--- src/rtl/cpu_types_pkg.sv ---
// Shared CPU-side types for the data-memory responder slice.
package cpu_types_pkg;

    typedef logic [31:0] word_t;

    typedef enum logic [1:0] {
        IDLE,
        WAIT,
        RESP
    } dresp_state_t;

    localparam int unsigned CNT_W = 4;
    typedef logic [CNT_W-1:0] cnt_t;

endpackage

--- src/rtl/dmem_responder_if.sv ---
// Memory-stage request/response bundle between a core and its data-memory responder.
interface dmem_responder_if;
    import cpu_types_pkg::*;

    logic  dmemREN;
    logic  dmemWEN;
    logic  datomic;
    word_t dmemaddr;
    word_t dmemstore;
    logic  dhit;
    word_t dmemload;

    modport slave (
        input  dmemREN, dmemWEN, datomic, dmemaddr, dmemstore,
        output dhit, dmemload
    );

    modport master (
        output dmemREN, dmemWEN, datomic, dmemaddr, dmemstore,
        input  dhit, dmemload
    );

endinterface

--- src/rtl/link_tracker.sv ---
// LL/SC reservation: one linked word index plus its valid flag.
module link_tracker
#(
    parameter int unsigned AW = 6
)
(
    input  logic          CLK,
    input  logic          nRST,
    input  logic          set,
    input  logic          clear,
    input  logic          snoop_hit,
    input  logic [AW-1:0] idx,
    output logic          link_valid,
    output logic [AW-1:0] link_idx
);

    always_ff @(posedge CLK or negedge nRST) begin
        if (!nRST) begin
            link_valid <= 1'b0;
            link_idx   <= '0;
        end else begin
            if (set) begin
                link_idx <= idx;
            end
            // A coinciding snoop or clear always wins over a new link.
            if (clear | snoop_hit) begin
                link_valid <= 1'b0;
            end else if (set) begin
                link_valid <= 1'b1;
            end
        end
    end

endmodule

--- src/rtl/dmem_responder.sv ---
// Fixed-latency data-memory responder with a flop-array backing store and LL/SC support.
module dmem_responder
    import cpu_types_pkg::*;
#(
    parameter int unsigned LAT = 2,
    parameter int unsigned AW  = 6
)
(
    input  logic           CLK,
    input  logic           nRST,
    input  logic           halt,
    input  logic           snoop_wen,
    input  word_t          snoop_addr,
    dmem_responder_if.slave dif
);

    localparam int unsigned DEPTH    = 1 << AW;
    localparam cnt_t        LAT_LAST = (LAT > 0) ? cnt_t'(LAT - 1) : '0;

    typedef logic [AW-1:0] idx_t;

    dresp_state_t state, state_n;
    cnt_t         cnt, cnt_n;

    logic  req_ren;
    logic  req_wen;
    logic  req_atomic;
    idx_t  req_idx;
    word_t req_data;

    word_t mem [DEPTH];

    logic  request;
    logic  accept;
    logic  resp;
    idx_t  cur_idx;
    idx_t  snoop_idx;

    logic  link_valid;
    idx_t  link_idx;
    logic  is_ll;
    logic  is_sc;
    logic  is_wr;
    logic  snoop_link_hit;
    logic  sc_ok;
    logic  commit;
    logic  link_clear;
    logic  link_snoop;

    logic  unused_addr_bits;

    assign request   = dif.dmemREN | dif.dmemWEN;
    assign cur_idx   = dif.dmemaddr[AW+1:2];
    assign snoop_idx = snoop_addr[AW+1:2];

    assign unused_addr_bits = ^{dif.dmemaddr[31:AW+2], dif.dmemaddr[1:0],
                                snoop_addr[31:AW+2], snoop_addr[1:0]};

    always_comb begin
        state_n = state;
        cnt_n   = cnt;
        accept  = 1'b0;
        resp    = 1'b0;
        case (state)
            IDLE: begin
                if (request && !halt) begin
                    accept  = 1'b1;
                    cnt_n   = '0;
                    state_n = (LAT > 0) ? WAIT : RESP;
                end
            end
            WAIT: begin
                if (!request) begin
                    state_n = IDLE;
                    cnt_n   = '0;
                end else if (cnt == LAT_LAST) begin
                    state_n = RESP;
                    cnt_n   = '0;
                end else begin
                    cnt_n = cnt + cnt_t'(1);
                end
            end
            RESP: begin
                resp    = 1'b1;
                state_n = IDLE;
            end
            default: begin
                state_n = IDLE;
                cnt_n   = '0;
            end
        endcase
    end

    always_ff @(posedge CLK or negedge nRST) begin
        if (!nRST) begin
            state <= IDLE;
            cnt   <= '0;
        end else begin
            state <= state_n;
            cnt   <= cnt_n;
        end
    end

    // Write has priority when both enables are raised together.
    always_ff @(posedge CLK or negedge nRST) begin
        if (!nRST) begin
            req_ren    <= 1'b0;
            req_wen    <= 1'b0;
            req_atomic <= 1'b0;
            req_idx    <= '0;
            req_data   <= '0;
        end else if (accept) begin
            req_ren    <= dif.dmemREN & ~dif.dmemWEN;
            req_wen    <= dif.dmemWEN;
            req_atomic <= dif.datomic;
            req_idx    <= cur_idx;
            req_data   <= dif.dmemstore;
        end
    end

    assign is_ll = resp & req_ren & req_atomic;
    assign is_sc = resp & req_wen & req_atomic;
    assign is_wr = resp & req_wen & ~req_atomic;

    assign snoop_link_hit = snoop_wen & (snoop_idx == link_idx);
    assign sc_ok          = link_valid & (link_idx == req_idx) & ~snoop_link_hit;
    assign commit         = is_wr | (is_sc & sc_ok);
    assign link_clear     = is_sc | (is_wr & (req_idx == link_idx));
    // An LL completing this cycle is exposed to snoops on the index it is about to link.
    assign link_snoop     = snoop_wen & (snoop_idx == (is_ll ? req_idx : link_idx));

    link_tracker #(
        .AW (AW)
    ) u_link (
        .CLK        (CLK),
        .nRST       (nRST),
        .set        (is_ll),
        .clear      (link_clear),
        .snoop_hit  (link_snoop),
        .idx        (req_idx),
        .link_valid (link_valid),
        .link_idx   (link_idx)
    );

    always_ff @(posedge CLK or negedge nRST) begin
        if (!nRST) begin
            for (int unsigned i = 0; i < DEPTH; i++) begin
                mem[idx_t'(i)] <= '0;
            end
        end else if (commit) begin
            mem[req_idx] <= req_data;
        end
    end

    assign dif.dhit = resp;

    always_comb begin
        dif.dmemload = '0;
        if (resp) begin
            if (req_wen & req_atomic) begin
                dif.dmemload = {31'b0, sc_ok};
            end else if (req_ren) begin
                dif.dmemload = mem[req_idx];
            end
        end
    end

endmodule

--- src/flat_wrapper.sv ---
// flat-port wrapper written by rule: the top's interface ports become plain ports
module dmem_responder_flat import cpu_types_pkg::*;
#(
    parameter int unsigned LAT = 2,
    parameter int unsigned AW  = 6
)
  (CLK, nRST, halt, snoop_wen, snoop_addr, dif_dmemREN, dif_dmemWEN, dif_datomic, dif_dmemaddr, dif_dmemstore, dif_dhit, dif_dmemload);
  dmem_responder_if dif_i ();
  input  logic CLK;
  input  logic nRST;
  input  logic halt;
  input  logic snoop_wen;
  input  word_t snoop_addr;
  input wire logic [$bits(dif_i.dmemREN)-1:0] dif_dmemREN;
  input wire logic [$bits(dif_i.dmemWEN)-1:0] dif_dmemWEN;
  input wire logic [$bits(dif_i.datomic)-1:0] dif_datomic;
  input wire logic [$bits(dif_i.dmemaddr)-1:0] dif_dmemaddr;
  input wire logic [$bits(dif_i.dmemstore)-1:0] dif_dmemstore;
  output wire logic [$bits(dif_i.dhit)-1:0] dif_dhit;
  output wire logic [$bits(dif_i.dmemload)-1:0] dif_dmemload;
  assign dif_i.dmemREN = dif_dmemREN;
  assign dif_i.dmemWEN = dif_dmemWEN;
  assign dif_i.datomic = dif_datomic;
  assign dif_i.dmemaddr = dif_dmemaddr;
  assign dif_i.dmemstore = dif_dmemstore;
  assign dif_dhit = dif_i.dhit;
  assign dif_dmemload = dif_i.dmemload;
  dmem_responder #(.LAT(LAT), .AW(AW)) u_core (.CLK(CLK), .nRST(nRST), .halt(halt), .snoop_wen(snoop_wen), .snoop_addr(snoop_addr), .dif(dif_i));
endmodule
--- config.mk ---
export PLATFORM = sky130hd
export DESIGN_NAME = dmem_responder_flat
export DESIGN_NICKNAME = d
export VERILOG_FILES = /design/src/rtl/cpu_types_pkg.sv /design/src/rtl/dmem_responder_if.sv /design/src/rtl/link_tracker.sv /design/src/rtl/dmem_responder.sv /design/src/flat_wrapper.sv
export SDC_FILE = /design/constraint.sdc
export NUM_CORES = 2
export LEC_CHECK = 0
export ABC_AREA = 0
export CORE_UTILIZATION = 35
export CTS_BUF_LIST = sky130_fd_sc_hd__clkbuf_2
export CTS_CLUSTER_DIAMETER = 200
export DETAILED_ROUTE_END_ITERATION = 8
export GPL_TIMING_DRIVEN = 0
export PLACE_DENSITY_LB_ADDON = 0.08
export RECOVER_POWER = 100
export SLEW_MARGIN = 10
export SYNTH_ARGS = -nofsm -noshare
export SYNTH_HDL_FRONTEND = slang
export SYNTH_SLANG_ARGS = --single-unit
--- constraint.sdc ---
create_clock -name CLK -period 3.95 [get_ports CLK]
set_input_delay 0.9875 -clock CLK [delete_from_list [all_inputs] [get_ports CLK]]
set_output_delay 0.9875 -clock CLK [all_outputs]
set_load 0.03 [all_outputs]
==> out/results.ini <==
[outcome]
status=complete, but fails checks
violations=capacitance limit, slew limit, setup timing

[yosys]
synth_area_leaders=dfrtp_1 (55%), mux2_2 (24%), mux4_2 (3.0%)
yosysSeqAreaShare_pct=54.5
synth.most_common_cell=dfrtp_1
yosys_warnings=0
syn_avg_cell_area_sq_um=14.1
syn-cell-area_sq_um=96400
synth-edff-count=0
netlist_instances=6848
synth_ff_type=dfrtp_1
synth_common_cells=dfrtp_1 (2102), mux2_2 (2026), clkbuf_1 (346)
async_reset_ff_share_pct=100
yosysUniqueCellTypes=72
synth.top_cell.area_share_pct=54.5
synth_seq_cells=2102
yosys.area.top_type=dfrtp_1
syn-num-nets=6951

[global_routing]
grt.overflow.total=0
grt_usage_pct=44.5
grt_max_degree=153
grt_pass1_vias=75100
antenna_found_initial=111
grt_pass1_wl_um=794000

[drt]
route.vias.total=79800
drtPass1Iterations=6
ant_nets=0
finalWirelength_um=627000
vias_per_cell=6.54
wire_per_inst_um=51.4
drc=0
drt_iter0_markers=11100

[place]
routabilityCongestion=1.01
io_buffers=83
place_ws_ns=-3.92
dp_hpwl_um=415000
placed_cell_area_sq_um=105000

[timing]
setup_tns_ns=-767.88
clock.fmax_mhz=152
post-route-period-util_pct=166
finalSetupViolCount=2241
hold_viol=0
grt_setup_unrepaired=yes
fin_skew_ns=0.198
slew_violations=367
finalWorstSetupSlack_ns=-2.62
period_minus_slack_ns=6.57
tightest_slew_ns=2.26
relSlewSlack_pct=-50.9

[setup_path]
crit_top_cell=buf_16
crit_path_start=u_core.req_idx[0]
startpoint_type=flip-flop
slowest_stage=dfrtp_4
worstRegToRegCells=10
cp_cell_sequence=buf_12 > buf_12 > buf_16 > buf_16 > buf_16 > mux2i_1 > o22ai_1 > a21oi_1 > nand4_1 > o21a_1 > buf_2
required_ns=2.96
crit_fanout=11
cp_data_arrival_time_ns=5.58
path_class=flip-flop to output pin
worstReg2RegEnd=u_core.mem[1324]
r2r_start=u_core.req_idx[1]
regToRegSetupSlack_ns=-0.82
max_stage_delay_ns=0.61
endpoint_kind=output pin

[power_and_ir_drop]
vdd_ir_drop_max_uv=521
power.total_w=0.0941
power_density_nw_per_um2=773
leakage_nw=58.7

[clock_network]
clkSinkCount=2102
cts_buffers=606
cts_tree=built
clkTransAtPathRegs_ns=0.09
clockRootBuffer=clkbuf_2
max-clock-path-buffers=4
h-tree-depth=6
clkLatencyLatePin_ns=2.31

[die]
die_w_um=527
rows=192
core_sq_um=274000
initial_core_util_pct=35.2
io_pins=136
die_h_um=527
die_area_sq_um=278000

[finish]
fillers=25100
final_nets=8239
syn_to_final_growth_pct=26.3
fin_area_sq_um=122000
layout-drive-gt1-share_pct=52.9
final_util_pct=44.5

[min_path]
whs_endpoint=u_core.req_data[25]
hold_class=primary input to flip-flop
hold-path-cell-count=3
hold_start=dif_dmemstore[25]

[flow_run]
max-cap-violations=6

-- cell families (layout without fill, tap and decap cells) --
kind of cell    Yosys count  in the layout  synth area share (%)
simple gates            402            402                  2.43
compound gates          962            962                  7.28
buf+inv                 736           2400                  3.75
other cells               0            107                     0
flops                  2102           2102                  54.5
xor+xnor                 20             20                 0.182
mux                    2626           2626                  31.8
-- power breakdown --
group | internal [W] | total, W | switching [W]
Combinational | 0.0154 | 0.0533 | 0.0379
Sequential | 0.0227 | 0.0235 | 0.000744
Clock | 0.00672 | 0.0173 | 0.0106
Total | 0.0449 | 0.0941 | 0.0492
-- layer usage --
metal,share of wire (%),wire length [um],global-route usage (%)
met4,9.6,60000,34.7
met5,0.051,320,0.346
met3,14,85100,20.4
met2,39,247000,59.6
met1,37,234000,54.9
-- per-stage QoR --
| step | hold WS [ns] | instances |
|---|---|---|
| 2_1_floorplan | 0.452 | 6848 |
| 3_3_place_gp | 0.464 | 10500 |
| 3_5_place_dp | 0.472 | 10700 |
| 4_1_cts | 0.0156 | 12000 |
| 5_1_grt | 0.0710 | 12100 |
| 6_report | 0.0869 | 12200 |
-- area by class of cell --
class | count | area, sq um | share of cell area (%)
flip-flops and latches | 2102 | 52600 | 43.2
repair buffers | 685 | 9040 | 7.42
inverters | 7 | 38.8 | 0.0318
clock inverters | 135 | 1020 | 0.838
multi-input cells | 4010 | 42900 | 35.2
clock buffers | 849 | 4250 | 3.49
plain buffers | 724 | 7190 | 5.90
well taps | 3589 | 4490 | 3.69
diodes | 107 | 268 | 0.220
-- cells in the final DEF (no fill, tap or decap), drive strengths merged, types with 7 or more instances in the layout --
cell / count
and3: 11
o22a: 10
o211ai: 7
xnor2: 7
o31a: 8
a211o: 8
a31oi: 35
o221ai: 16
a21oi: 122
nand2: 112
clkinv: 89
o21a: 9
nand2b: 7
a221oi: 229
nor3: 48
nor2b: 7
mux2i: 269
diode: 107
bufinv: 15
buf: 905
a22oi: 149
nand3: 41
and2: 7
nor2: 131
mux4: 129
bufbuf: 7
mux2: 2228
a221o: 41
dlygate4sd3: 93
o22ai: 109
o2bb2ai: 14
clkdlybuf4s50: 49
inv: 22
a22o: 36
clkbuf: 1200
clkinvlp: 16
a211oi: 14
xor2: 13
dfrtp: 2102
o21ai: 116
-- state kept, by name, indices dropped and copies added, names as in the netlist --
signal / cells
u_core.mem: 2048
u_core.cnt: 4
u_core.req_ren: 1
u_core.req_atomic: 1
u_core.req_idx: 6
u_core.u_link.link_valid: 1
u_core.req_wen: 1
u_core.req_data: 32
u_core.u_link.link_idx: 6
u_core.state: 2
-- timing repair --
action / 4_1_cts / 5_1_grt
cloned: 12 / 5
hold buffers: 93 / 0
setup endpoints to repair: 1345 / 106
pin swaps: 99 / 98
hold endpoints to repair: 706 / 0
setup buffers: 249 / 114
gates resized for setup: 1386 / 291
-- worst max-delay path: cells and delay by family (launching register included) --
family                 cells  cell delay [ns]
AO/OA/AOI/OAI              3             0.69
buffers and inverters      6             1.33
flip-flops                 1             0.61
multiplexers               1             0.25
AND/OR/NAND/NOR            1             0.36
-- how the worst max path moves through the flow --
stage | endpoint | slack, ns | cells past startpoint
finish | dif_dmemload[10] | -2.62 | 11
global placement | u_core.req_data[4] | -98.39 | 1
CTS | dif_dmemload[24] | -2.63 | 13
global route | dif_dmemload[2] | -2.54 | 11
detailed placement | dif_dmemload[8] | -3.92 | 11
floorplan | dif_dmemload[11] | 0.55 | 9
Power figures use the tool's default switching activity.
==> patch (same settings) <==
Register the input `snoop_addr` before use, without a reset. The logic sees it one clock later. The other inputs are not delayed to match.
--- a/src/rtl/dmem_responder.sv
+++ b/src/rtl/dmem_responder.sv
@@ -20,2 +20,8 @@
     typedef logic [AW-1:0] idx_t;
+
+    word_t snoop_addr_q;
+
+    always_ff @(posedge CLK) begin
+        snoop_addr_q <= snoop_addr;
+    end
 
@@ -53,6 +59,6 @@
     assign cur_idx   = dif.dmemaddr[AW+1:2];
-    assign snoop_idx = snoop_addr[AW+1:2];
+    assign snoop_idx = snoop_addr_q[AW+1:2];
 
     assign unused_addr_bits = ^{dif.dmemaddr[31:AW+2], dif.dmemaddr[1:0],
-                                snoop_addr[31:AW+2], snoop_addr[1:0]};
+                                snoop_addr_q[31:AW+2], snoop_addr_q[1:0]};
 
Check against the original RTL: not settled (the Yosys comparison gave no result); the edit may change what the design does.
==> patch against the original RTL <==
The run still ends with max-capacitance violations, max-slew violations, negative setup slack left; area after synthesis about the same; clock skew decreased by 46 ps; wire length decreased by 3.5%; final cell count decreased by 1.5%; utilization decreased by 0.71 points; worst setup slack improved by 25 ps; total power increased by 1.3%; cell area decreased by 1.7%; sequential cell count increased by 6; critical path type unchanged; largest power group unchanged.
==> patch: results (changes against the original RTL) <==
FF-to-FF End u_core.mem[1804]; GRT Resource Usage Total 42.9% (-1.6 points); drt via density 6.42 (-1.8%); drt pass-1 iters 9 (+3); synth cell count leaders mux2_2, dfrtp_1, clkbuf_1; reg2reg start u_core.req_idx[0]; sequential fraction of the synthesis area 54.7% (+0.16 points); dpl cells 10,600 (-0.81%); Fillers 25,500 (+1.3%); first-pass GRT wire length 770,000 um (-3.1%); largest net degree at the start of global routing 160 (+4.6%); LEAKAGE 57.7 nW (-1.7%); DR WL met2 243,000 um (-1.8%); final wirelength 605,000 um (-3.5%); Detail Route met3 WL 75,700 um (-11%); crit path max fanout 7 (-4); r2r setup slk -40 ps (+780 ps); asr flop ratio synth 99.7% (-0.28 points); max-slew violation count 473 (+29%); Met1 Wirelength 229,000 um (-2.4%); PnR worst setup slack -2590 ps (+25.3 ps); largest cells by area after synthesis dfrtp_1, mux2_2, mux4_2, mux2i_1, a221oi_1; WP data arrival 5560 ps (-20 ps); Final Wtd Congestion 1.01 (-0.49%); vias in the first global route 74,300 (-1.0%); Synth Net Count 6,881 (-1.0%); Worst IR Drop VDD 0.512 mV (-1.6%); Slew @ Worst Pin 2350 ps (+87.9 ps); failing checks max-capacitance violations, max-slew violations, negative setup slack; antenna violations before repair 99 (-11%); worst setup path end dif_dmemload[0]; run status complete, but fails checks; Syn Area/Cell 14.2 um^2 (+1.0%); share of cells above drive strength 1 53.8% (+0.86 points); DPL Wire Length 410,000 um (-1.2%); Setup violations, final 857 (-62%); max-cap check violation count 4 (-2)
patch: cell types whose count changed in the layout (fill, tap and decap cells not counted), sizes merged, moves of 20 or more:
cell	before	now
mux2i	269	212
nand2	112	92
buf	905	827
mux4	129	158
diode	107	79
a21oi	122	93
nand3	41	61
dlygate4sd3	93	114
mux2	2228	2250
patch: tightest hold or removal path, cell delays in order:
cell and delay [ps]:
dlygate4sd3_1 550, clkdlybuf4s50_1 560, mux2_2 170
patch: what timing repair did:
item | in CTS | in global routing
cloned | 6 | 4
endpoints found under the setup margin | 571 | 45
hold buffers | 108 | 0
gates resized for setup | 1359 | 202
hold endpoints to repair | 957 | 0
buffers inserted | 218 | 53
pin swaps | 62 | 53
patch: worst min-delay path by stage:
| stage | start | endpoint | slack [ps] | depth (start not counted) |
|---|---|---|---|---|
| after floorplan | u_core.cnt[3] | u_core.cnt[3] | 450 | 1 |
| after global placement | u_core.mem[115] | u_core.mem[115] | 460 | 1 |
| after detailed placement | u_core.mem[2023] | u_core.mem[2023] | 470 | 1 |
| after CTS | dif_dmemREN | u_core.state[1] | 8 | 5 |
| after global routing | dif_dmemstore[10] | u_core.req_data[10] | 130 | 3 |
| final | dif_dmemstore[27] | u_core.req_data[27] | 40 | 3 |
patch: final cells by class:
class	instances	share of cell area [%]
clock buffer	869	3.63
multi-input combinational	3935	35.4
inverter	7	0.0324
timing repair buffer	587	6.38
sequential	2108	44.0
buffer	716	5.90
antenna	79	0.165
tap	3589	3.75
clock inverter	133	0.677
patch: logic make-up (layout without fill, tap and decap cells):
family | Yosys count | count (layout) | synth area share (%)
other | 0 | 79 | 0
DFF | 2108 | 2108 | 54.7
adders and majority gates | 2 | 2 | 0.0260
xor gates and xnor gates | 18 | 18 | 0.164
buffers and inverters | 734 | 2312 | 3.68
muxes | 2620 | 2620 | 32.2
and+or+nand+nor | 372 | 373 | 2.20
AOI/OAI and AO/OA | 922 | 922 | 7.05
patch: per-stage QoR:
stage | total power, mW | setup TNS [ps] | hold WS (ps)
floorplan | 39.0 | 0 | 446
global placement | 63.4 | - | 463
detailed placement | 66.0 | -288630 | 474
CTS | 90.7 | -79180 | 7.53
global route | 94.5 | -1186790 | 127
finish | 95.3 | -420020 | 37.9
patch: where the power goes:
part	leakage (nW)	switching (mW)	internal, mW
combinational	24.5	36.9	15.9
clock	3.95	10.6	6.19
sequential	29.2	1.50	24.2
patch: layer usage:
metal,track usage [%],up-vias
li1,-,28100
met1,53.5,41200
met2,58.4,5872
met3,16.8,1873
met4,34.6,36
met5,0.710,-
